## config.mk

```make
export PLATFORM = sky130hd
export DESIGN_NAME = mem_arbiter
export DESIGN_NICKNAME = d
export VERILOG_FILES = /design/src/rtl/mem_arb_pkg.sv /design/src/rtl/rr_arbiter2.sv /design/src/rtl/mem_arbiter.sv
export SDC_FILE = /design/constraint.sdc
export NUM_CORES = 1
export LEC_CHECK = 0
export CAP_MARGIN = 20
export CORE_AREA = 2 2 335 337
export CTS_CLUSTER_SIZE = 40
export DETAILED_ROUTE_END_ITERATION = 10
export DIE_AREA = 0 0 337 339
export SLEW_MARGIN = 30
export SYNTH_ARGS = -nofsm -noshare
export SYNTH_HDL_FRONTEND = slang
export SYNTH_SLANG_ARGS = --single-unit
```

## constraint.sdc

```tcl
create_clock -name clk -period 2.3 [get_ports clk]
set_input_delay 0.46 -clock clk [delete_from_list [all_inputs] [get_ports clk]]
set_output_delay 0.46 -clock clk [all_outputs]
set_load 0.01 [all_outputs]
```

## src/rtl/mem_arb_pkg.sv

```systemverilog
// Shared constants and encodings for the two-cache memory arbiter.
package mem_arb_pkg;

  localparam int ADDR_W = 28;
  localparam int LINE_W = 128;

  typedef enum logic [1:0] {
    IDLE   = 2'd0,
    ACCESS = 2'd1,
    DONE   = 2'd2
  } state_t;

  typedef enum logic {
    GNT_D = 1'b0,
    GNT_I = 1'b1
  } gnt_t;

endpackage

```

## src/rtl/rr_arbiter2.sv

```systemverilog
// Two-way grant between D-cache and I-cache requests: fixed D priority or round-robin on tie.
// Latency: combinational.
// Backpressure: none; the caller samples the grant only when it can start a transaction.
module rr_arbiter2
  import mem_arb_pkg::*;
#(
  parameter bit D_PRIORITY = 1'b0
) (
  input  logic req_d,
  input  logic req_i,
  input  gnt_t last_grant,
  output gnt_t gnt,
  output logic gnt_vld
);

  always_comb begin
    gnt = GNT_D;
    if (req_d && req_i) begin
      // On a tie the port that did not win last time goes first.
      if (!D_PRIORITY && last_grant == GNT_D) begin
        gnt = GNT_I;
      end
    end else if (req_i) begin
      gnt = GNT_I;
    end
  end

  assign gnt_vld = req_d | req_i;

endmodule

```

## src/rtl/mem_arbiter.sv

```systemverilog
// Serializes I-cache and D-cache line requests onto one slow memory port.
// Latency: request sampled t -> mem request t+1; mem_ready at t+k -> cache ready at t+k+1.
// Backpressure: requests are held by the caches until their one-cycle ready; the loser waits.
module mem_arbiter
  import mem_arb_pkg::*;
#(
  parameter int ADDR_W     = mem_arb_pkg::ADDR_W,
  parameter int LINE_W     = mem_arb_pkg::LINE_W,
  parameter bit D_PRIORITY = 1'b0
) (
  input  logic              clk,
  input  logic              rst_n,
  input  logic              d_read,
  input  logic              d_write,
  input  logic [ADDR_W-1:0] d_addr,
  input  logic [LINE_W-1:0] d_wdata,
  output logic [LINE_W-1:0] d_rdata,
  output logic              d_ready,
  input  logic              i_read,
  input  logic              i_write,
  input  logic [ADDR_W-1:0] i_addr,
  input  logic [LINE_W-1:0] i_wdata,
  output logic [LINE_W-1:0] i_rdata,
  output logic              i_ready,
  output logic              mem_read,
  output logic              mem_write,
  output logic [ADDR_W-1:0] mem_addr,
  output logic [LINE_W-1:0] mem_wdata,
  input  logic [LINE_W-1:0] mem_rdata,
  input  logic              mem_ready,
  output logic              busy
);

  typedef struct packed {
    logic              wr;
    logic [ADDR_W-1:0] addr;
    logic [LINE_W-1:0] wdata;
  } req_t;

  state_t state;
  gnt_t   gnt;
  gnt_t   last_grant;
  gnt_t   owner;
  logic   gnt_vld;
  req_t   d_req;
  req_t   i_req;
  req_t   win_req;

  // A port asserting read and write together is treated as a write.
  assign d_req   = '{wr: d_write, addr: d_addr, wdata: d_wdata};
  assign i_req   = '{wr: i_write, addr: i_addr, wdata: i_wdata};
  assign win_req = (gnt == GNT_D) ? d_req : i_req;

  rr_arbiter2 #(
    .D_PRIORITY(D_PRIORITY)
  ) u_rr_arbiter2 (
    .req_d     (d_read | d_write),
    .req_i     (i_read | i_write),
    .last_grant(last_grant),
    .gnt       (gnt),
    .gnt_vld   (gnt_vld)
  );

  always_ff @(posedge clk or negedge rst_n) begin
    if (!rst_n) begin
      state      <= IDLE;
      last_grant <= GNT_I;
      owner      <= GNT_D;
      mem_read   <= 1'b0;
      mem_write  <= 1'b0;
      mem_addr   <= '0;
      mem_wdata  <= '0;
      d_rdata    <= '0;
      i_rdata    <= '0;
      d_ready    <= 1'b0;
      i_ready    <= 1'b0;
      busy       <= 1'b0;
    end else begin
      case (state)
        IDLE: begin
          d_ready <= 1'b0;
          i_ready <= 1'b0;
          if (gnt_vld) begin
            state      <= ACCESS;
            busy       <= 1'b1;
            owner      <= gnt;
            last_grant <= gnt;
            mem_read   <= ~win_req.wr;
            mem_write  <= win_req.wr;
            mem_addr   <= win_req.addr;
            mem_wdata  <= win_req.wdata;
          end
        end
        ACCESS: begin
          // Cache inputs are ignored here; only the latched request drives memory.
          if (mem_ready) begin
            state     <= DONE;
            mem_read  <= 1'b0;
            mem_write <= 1'b0;
            if (owner == GNT_D) begin
              d_ready <= 1'b1;
              if (mem_read) d_rdata <= mem_rdata;
            end else begin
              i_ready <= 1'b1;
              if (mem_read) i_rdata <= mem_rdata;
            end
          end
        end
        DONE: begin
          state   <= IDLE;
          busy    <= 1'b0;
          d_ready <= 1'b0;
          i_ready <= 1'b0;
        end
        default: begin
          state <= IDLE;
          busy  <= 1'b0;
        end
      endcase
    end
  end

endmodule

```

# Word-level counts from Yosys, hierarchy flattened
# Index checks and enable logic that the tools add are counted.
[totals] ff_bits=421 input_bits=447
[classes] eq_ne=6 bitwise=6 muxes=20 reduce_logical=13
[op_table] operator="two-way mux 157 bit" count=1
[op_table] operator="two-way mux 1 bit" count=11
[op_table] operator="case mux 1 bit (2 select lines)" count=5
[op_table] operator="AND reduction 3 bit" count=3
[op_table] operator="!= test 2 bit (second input constant)" count=4
[op_table] operator="AND reduction 4 bit" count=2
[op_table] operator="AND reduction 2 bit" count=3
[op_table] operator="two-way mux 2 bit" count=2
[op_table] operator="case mux 2 bit (2 select lines)" count=1
[op_table] operator="nonzero test 2 bit" count=2
[op_table] operator="inverter 1 bit" count=3
[op_table] operator="bitwise OR 1 bit" count=3
[op_table] operator="equality test 2 x 1 -> 1 bit (second input constant)" count=1
[op_table] operator="equality test 2 bit (second input constant)" count=1
[op_table] operator="logical NOT 2 bit" count=1
[op_table] operator="OR reduction 2 bit" count=1
[op_table] operator="logical AND 1 bit" count=1

# Longest topological paths before layout
[depth] word_depth=7 ltp_mapped=8

# Cells and area by module
# Synthesis repeated with hierarchy kept, for this count alone.
[hier_totals] hier_cells=1255 area_unflattened_um2=17625.7
[modules_own_cells] module="mem_arbiter" cells_each=1253 area_each_um2=17611.9 seq_area_each_um2=10536.4 n_inst=1
[modules_own_cells] module="rr_arbiter2" cells_each=2 area_each_um2=13.8 seq_area_each_um2=0.0 n_inst=1

# Worst setup path after synthesis
# No wires, ideal clock.
[synth_timing] kind="register -> register" startpoint="reg state[1]" endpoint="reg d_rdata[10]" required_ps=2175 t_arrival_ps=1521 slack_ps=654 n_path_buf=2 path_stages_with_launch=9 synth_period_minus_slack_ps=1646 path_cell_list="dfrtp_1 > inv_1 > nand3_2 > inv_2 > nand2_1 > nor2_2 > buf_12 > buf_8 > mux2_2"
[synth_between] elab_chain_cells=2
[synth_lines] item="start: declaration" line="mem_arbiter.sv:40" text="state_t state;"
[synth_lines] item="start signal: assignment" line="mem_arbiter.sv:66" text="state <= IDLE;"
[synth_lines] item="start signal: assignment" line="mem_arbiter.sv:84" text="state <= ACCESS;"
[synth_lines] item="start signal: assignment" line="mem_arbiter.sv:97" text="state <= DONE;"
[synth_lines] item="equality test 2 x 1 -> 1 bit" line="mem_arbiter.sv:79" text="case (state)"
[synth_lines] item="AND reduction 4 bit (no line)"
[synth_lines] item="end signal: assignment" line="mem_arbiter.sv:102" text="if (mem_read) d_rdata <= mem_rdata;"
[synth_lines] item="end: declaration" line="mem_arbiter.sv:17" text="output logic [LINE_W-1:0] d_rdata,"
# Every way passes these cells.
# A chain may end at the register's enable or synchronous reset.

# Final worst setup path
[layout_timing] startpoint="reg i_rdata[11]" endpoint="out i_rdata[11]"
[layout_rtl] item="start: declaration" line="mem_arbiter.sv:23" text="output logic [LINE_W-1:0] i_rdata,"
[layout_rtl] item="start signal: assignment" line="mem_arbiter.sv:105" text="if (mem_read) i_rdata <= mem_rdata;"
# No word-level cell between the ends.

==> impl_metrics.env <==
export IMPL_peakVddDrop_v=0.0006909
export IMPL_yosysSeqAreaShare_pct=61.86
export IMPL_p_switching_w=0.01469
export IMPL_coreArea_sq_um=110400
export IMPL_antenna_found_initial=10
export IMPL_syn_nets=1877
export IMPL_worst_path_buf_inv=1
export IMPL_rows=122
export IMPL_hp_class="in2async"
export IMPL_cts_sinks=421
export IMPL_synthCells=1430
export IMPL_worstSetupPathType="reg2out"
export IMPL_synth_async_reset_ratio_pct=100.0
export IMPL_dieArea_sq_um=114200
export IMPL_arrival_ns=1.74
export IMPL_end_kind="primary output"
export IMPL_pwr_share_seq_pct=32.6
export IMPL_clock_power_share_pct=19.6
export IMPL_powerDensity_nw_per_um2=1384
export IMPL_switching_share_pct=35.66
export IMPL_cp_cell_sequence="clkdlybuf4s50_1"
export IMPL_yosys_warnings=0
export IMPL_required_ns=1.84
export IMPL_power_leakage_nw=12.23
export IMPL_routedWlPerCell_microns=20.70
export IMPL_drt_pre_antenna_iters=5
export IMPL_die_x_microns=337
export IMPL_drv_slew=0
export IMPL_viasPerCell=3.786
export IMPL_drcViolationCount=0
export IMPL_cp_start_kind="flop"
export IMPL_overflow=0
export IMPL_io_buffers=863
export IMPL_clk_pin_slew_ns=0.06
export IMPL_ys_ff_latch=421
export IMPL_outcome="completed"
export IMPL_synth_top_cells_by_area="dfrtp_1 62%, mux2_2 15%, a21oi_1 9.2%"
export IMPL_synth_common_cells="420 x dfrtp_1, 313 x a21oi_1, 232 x mux2_2, 160 x nand2_1, 158 x nor2_1"
export IMPL_dp_hpwl_microns=66770
export IMPL_timing_rr_start="state[1]"
export IMPL_r2r_cells=8
export IMPL_drive_gt1_share_pct=18.04
export IMPL_place_gp_congestion=0.8949
export IMPL_final_hold_viol_count=0
export IMPL_ant_nets=0
export IMPL_start_util_pct=15.43
export IMPL_timing_critical_path_max_delay_family="buffers and inverters"
export IMPL_via_count=14720
export IMPL_totalWireLength_microns=80470
export IMPL_clk_latency_ns=0.62
export IMPL_clockBufferDepth=3
export IMPL_slew_headroom_pct=68.09
export IMPL_cts_buffers=49
export IMPL_netlist_area_leader_share_pct=61.71
export IMPL_cap_viol_max_count=0
export IMPL_fmax_mhz=454.7
export IMPL_grt_total_usage_pct=13.65
export IMPL_ioPinCount=864
export IMPL_cp_max_fo=2
export IMPL_combPwrFrac_pct=47.8
export IMPL_ys_types=30
export IMPL_nets=2803
export IMPL_internal_power_w=0.02652
export IMPL_place_area_sq_um=28070
export IMPL_grt_pass1_wl_microns=112800
export IMPL_cts_max_level=2
export IMPL_synth_most_common_cell="dfrtp_1"
export IMPL_critPathMaxStageDelay_ns=0.73
export IMPL_area_delta_synth_final_pct=74.85
export IMPL_drtIter0Drc=802
export IMPL_worstMarginPinSlew_ns=0.4806
export IMPL_final_util_pct=26.98
export IMPL_syn_area_per_cell_sq_um=11.91
export IMPL_slowest_stage="clkdlybuf4s50_1"
export IMPL_tritoncts="yes"
export IMPL_finClkSkew_ns=0.01726
export IMPL_cts_setup_buffers=0
export IMPL_r2r_slack_ns=0.32
export IMPL_rsz0062_at_grt="no"
export IMPL_root_buffer="clkbuf_16"
export IMPL_synth_top_area_cell="dfrtp_1"
export IMPL_netlist_area_sq_um=17030
export IMPL_worstReg2RegEnd="d_rdata[126]"
export IMPL_setup_violations=0
export IMPL_die_h_microns=339
export IMPL_grt_pass1_vias=15130
export IMPL_post_route_period_util_pct=95.62
export IMPL_final_cell_area_sq_um=29780
export IMPL_cp_depth=1
export IMPL_synth_top_flop_cell="dfrtp_1"
export IMPL_min_period_ns=2.199
export IMPL_synth_edf_count=0
export IMPL_grt_start_max_net_pins=64
## sequential cells by signal, summed over array words and instances, names as in the netlist
signal      cells
i_ready         1
mem_read        1
mem_write       1
mem_wdata     128
state           2
last_grant      1
mem_addr       28
d_rdata       128
busy            1
owner           1
d_ready         1
i_rdata       128
## logic make-up after synthesis
kind of cell	share of synthesized area, %
compound gates	9.719
buf+inv	4.143
mux	16.93
simple gates	7.347
flops	61.86
## repair_timing
action,4_1_cts,5_1_grt
hold endpoints to repair,33,0
endpoints found under the setup margin,7,1
gates cloned,0,0
resized for setup,7,1
hold buffers,1,0
## layer usage
| layer | routed length, microns | share of wire, % | GRT usage (%) | vias to the layer above |
|---|---|---|---|---|
| li1 | - | - | - | 6781 |
| met1 | 33770 | 42 | 17.21 | 7191 |
| met2 | 38400 | 48 | 22.84 | 640 |
| met3 | 6308 | 7.8 | 3.598 | 95 |
| met4 | 1921 | 2.4 | 3.720 | 10 |
| met5 | 66 | 0.082 | 0 | - |
## cells in the final DEF, fill, tap and decap left out, types with 4 or more instances in the layout
cell / n
clkbuf_1: 9
dfrtp_1: 420
o21ai_0: 5
mux2_2: 232
diode_2: 4
nor2_1: 158
nand2_1: 160
clkdlybuf4s50_1: 854
buf_12: 29
a21oi_1: 313
buf_4: 79
clkinv_2: 5
dlygate4sd2_1: 7
mux2_1: 24
clkbuf_16: 49
clkbuf_8: 19
## power groups by stage
stage          clock network, W  logic, W  registers (W)
2_1_floorplan                 0   0.00600         0.0147
3_3_place_gp                  0    0.0200         0.0134
3_5_place_dp                  0    0.0201         0.0136
4_1_cts                 0.00835    0.0202         0.0134
5_1_grt                 0.00865    0.0212         0.0139
6_report                0.00808    0.0197         0.0134
## through the flow
stage          std cells  setup TNS, ns  power [W]  setup WS (ns)  hold WS (ns)
2_1_floorplan       1430              0    0.02074         0.6544        0.1644
3_3_place_gp        3792         -21.77    0.03344        -0.1551        0.3980
3_5_place_dp        3792         -20.17    0.03369        -0.1547        0.3997
4_1_cts             3883              0    0.04197       0.001062        0.3041
5_1_grt             3884              0    0.04371        0.01346        0.3412
6_report            3887              0    0.04121         0.1007        0.3407
## how the worst max path moves through the flow
stage	from	to	slack, ns
2_1_floorplan	state[1]	d_rdata[10]	0.65
3_3_place_gp	mem_ready	d_rdata[48]	-0.16
3_5_place_dp	mem_ready	d_rdata[126]	-0.15
4_1_cts	mem_wdata[115]	mem_wdata[115]	0.001
5_1_grt	mem_wdata[115]	mem_wdata[115]	0.01
6_report	i_rdata[11]	i_rdata[11]	0.10
## final cells by class
type | instances | area [sq um]
clock inverter | 13 | 176.4
multi-input combinational | 909 | 5842
sequential | 421 | 10540
antenna | 4 | 10.01
clock buffer | 77 | 1521
fill | 11550 | 80580
timing repair buffer | 972 | 9821
inverter | 3 | 11.26
tap | 1488 | 1862
(Power assumes the default switching activity.)
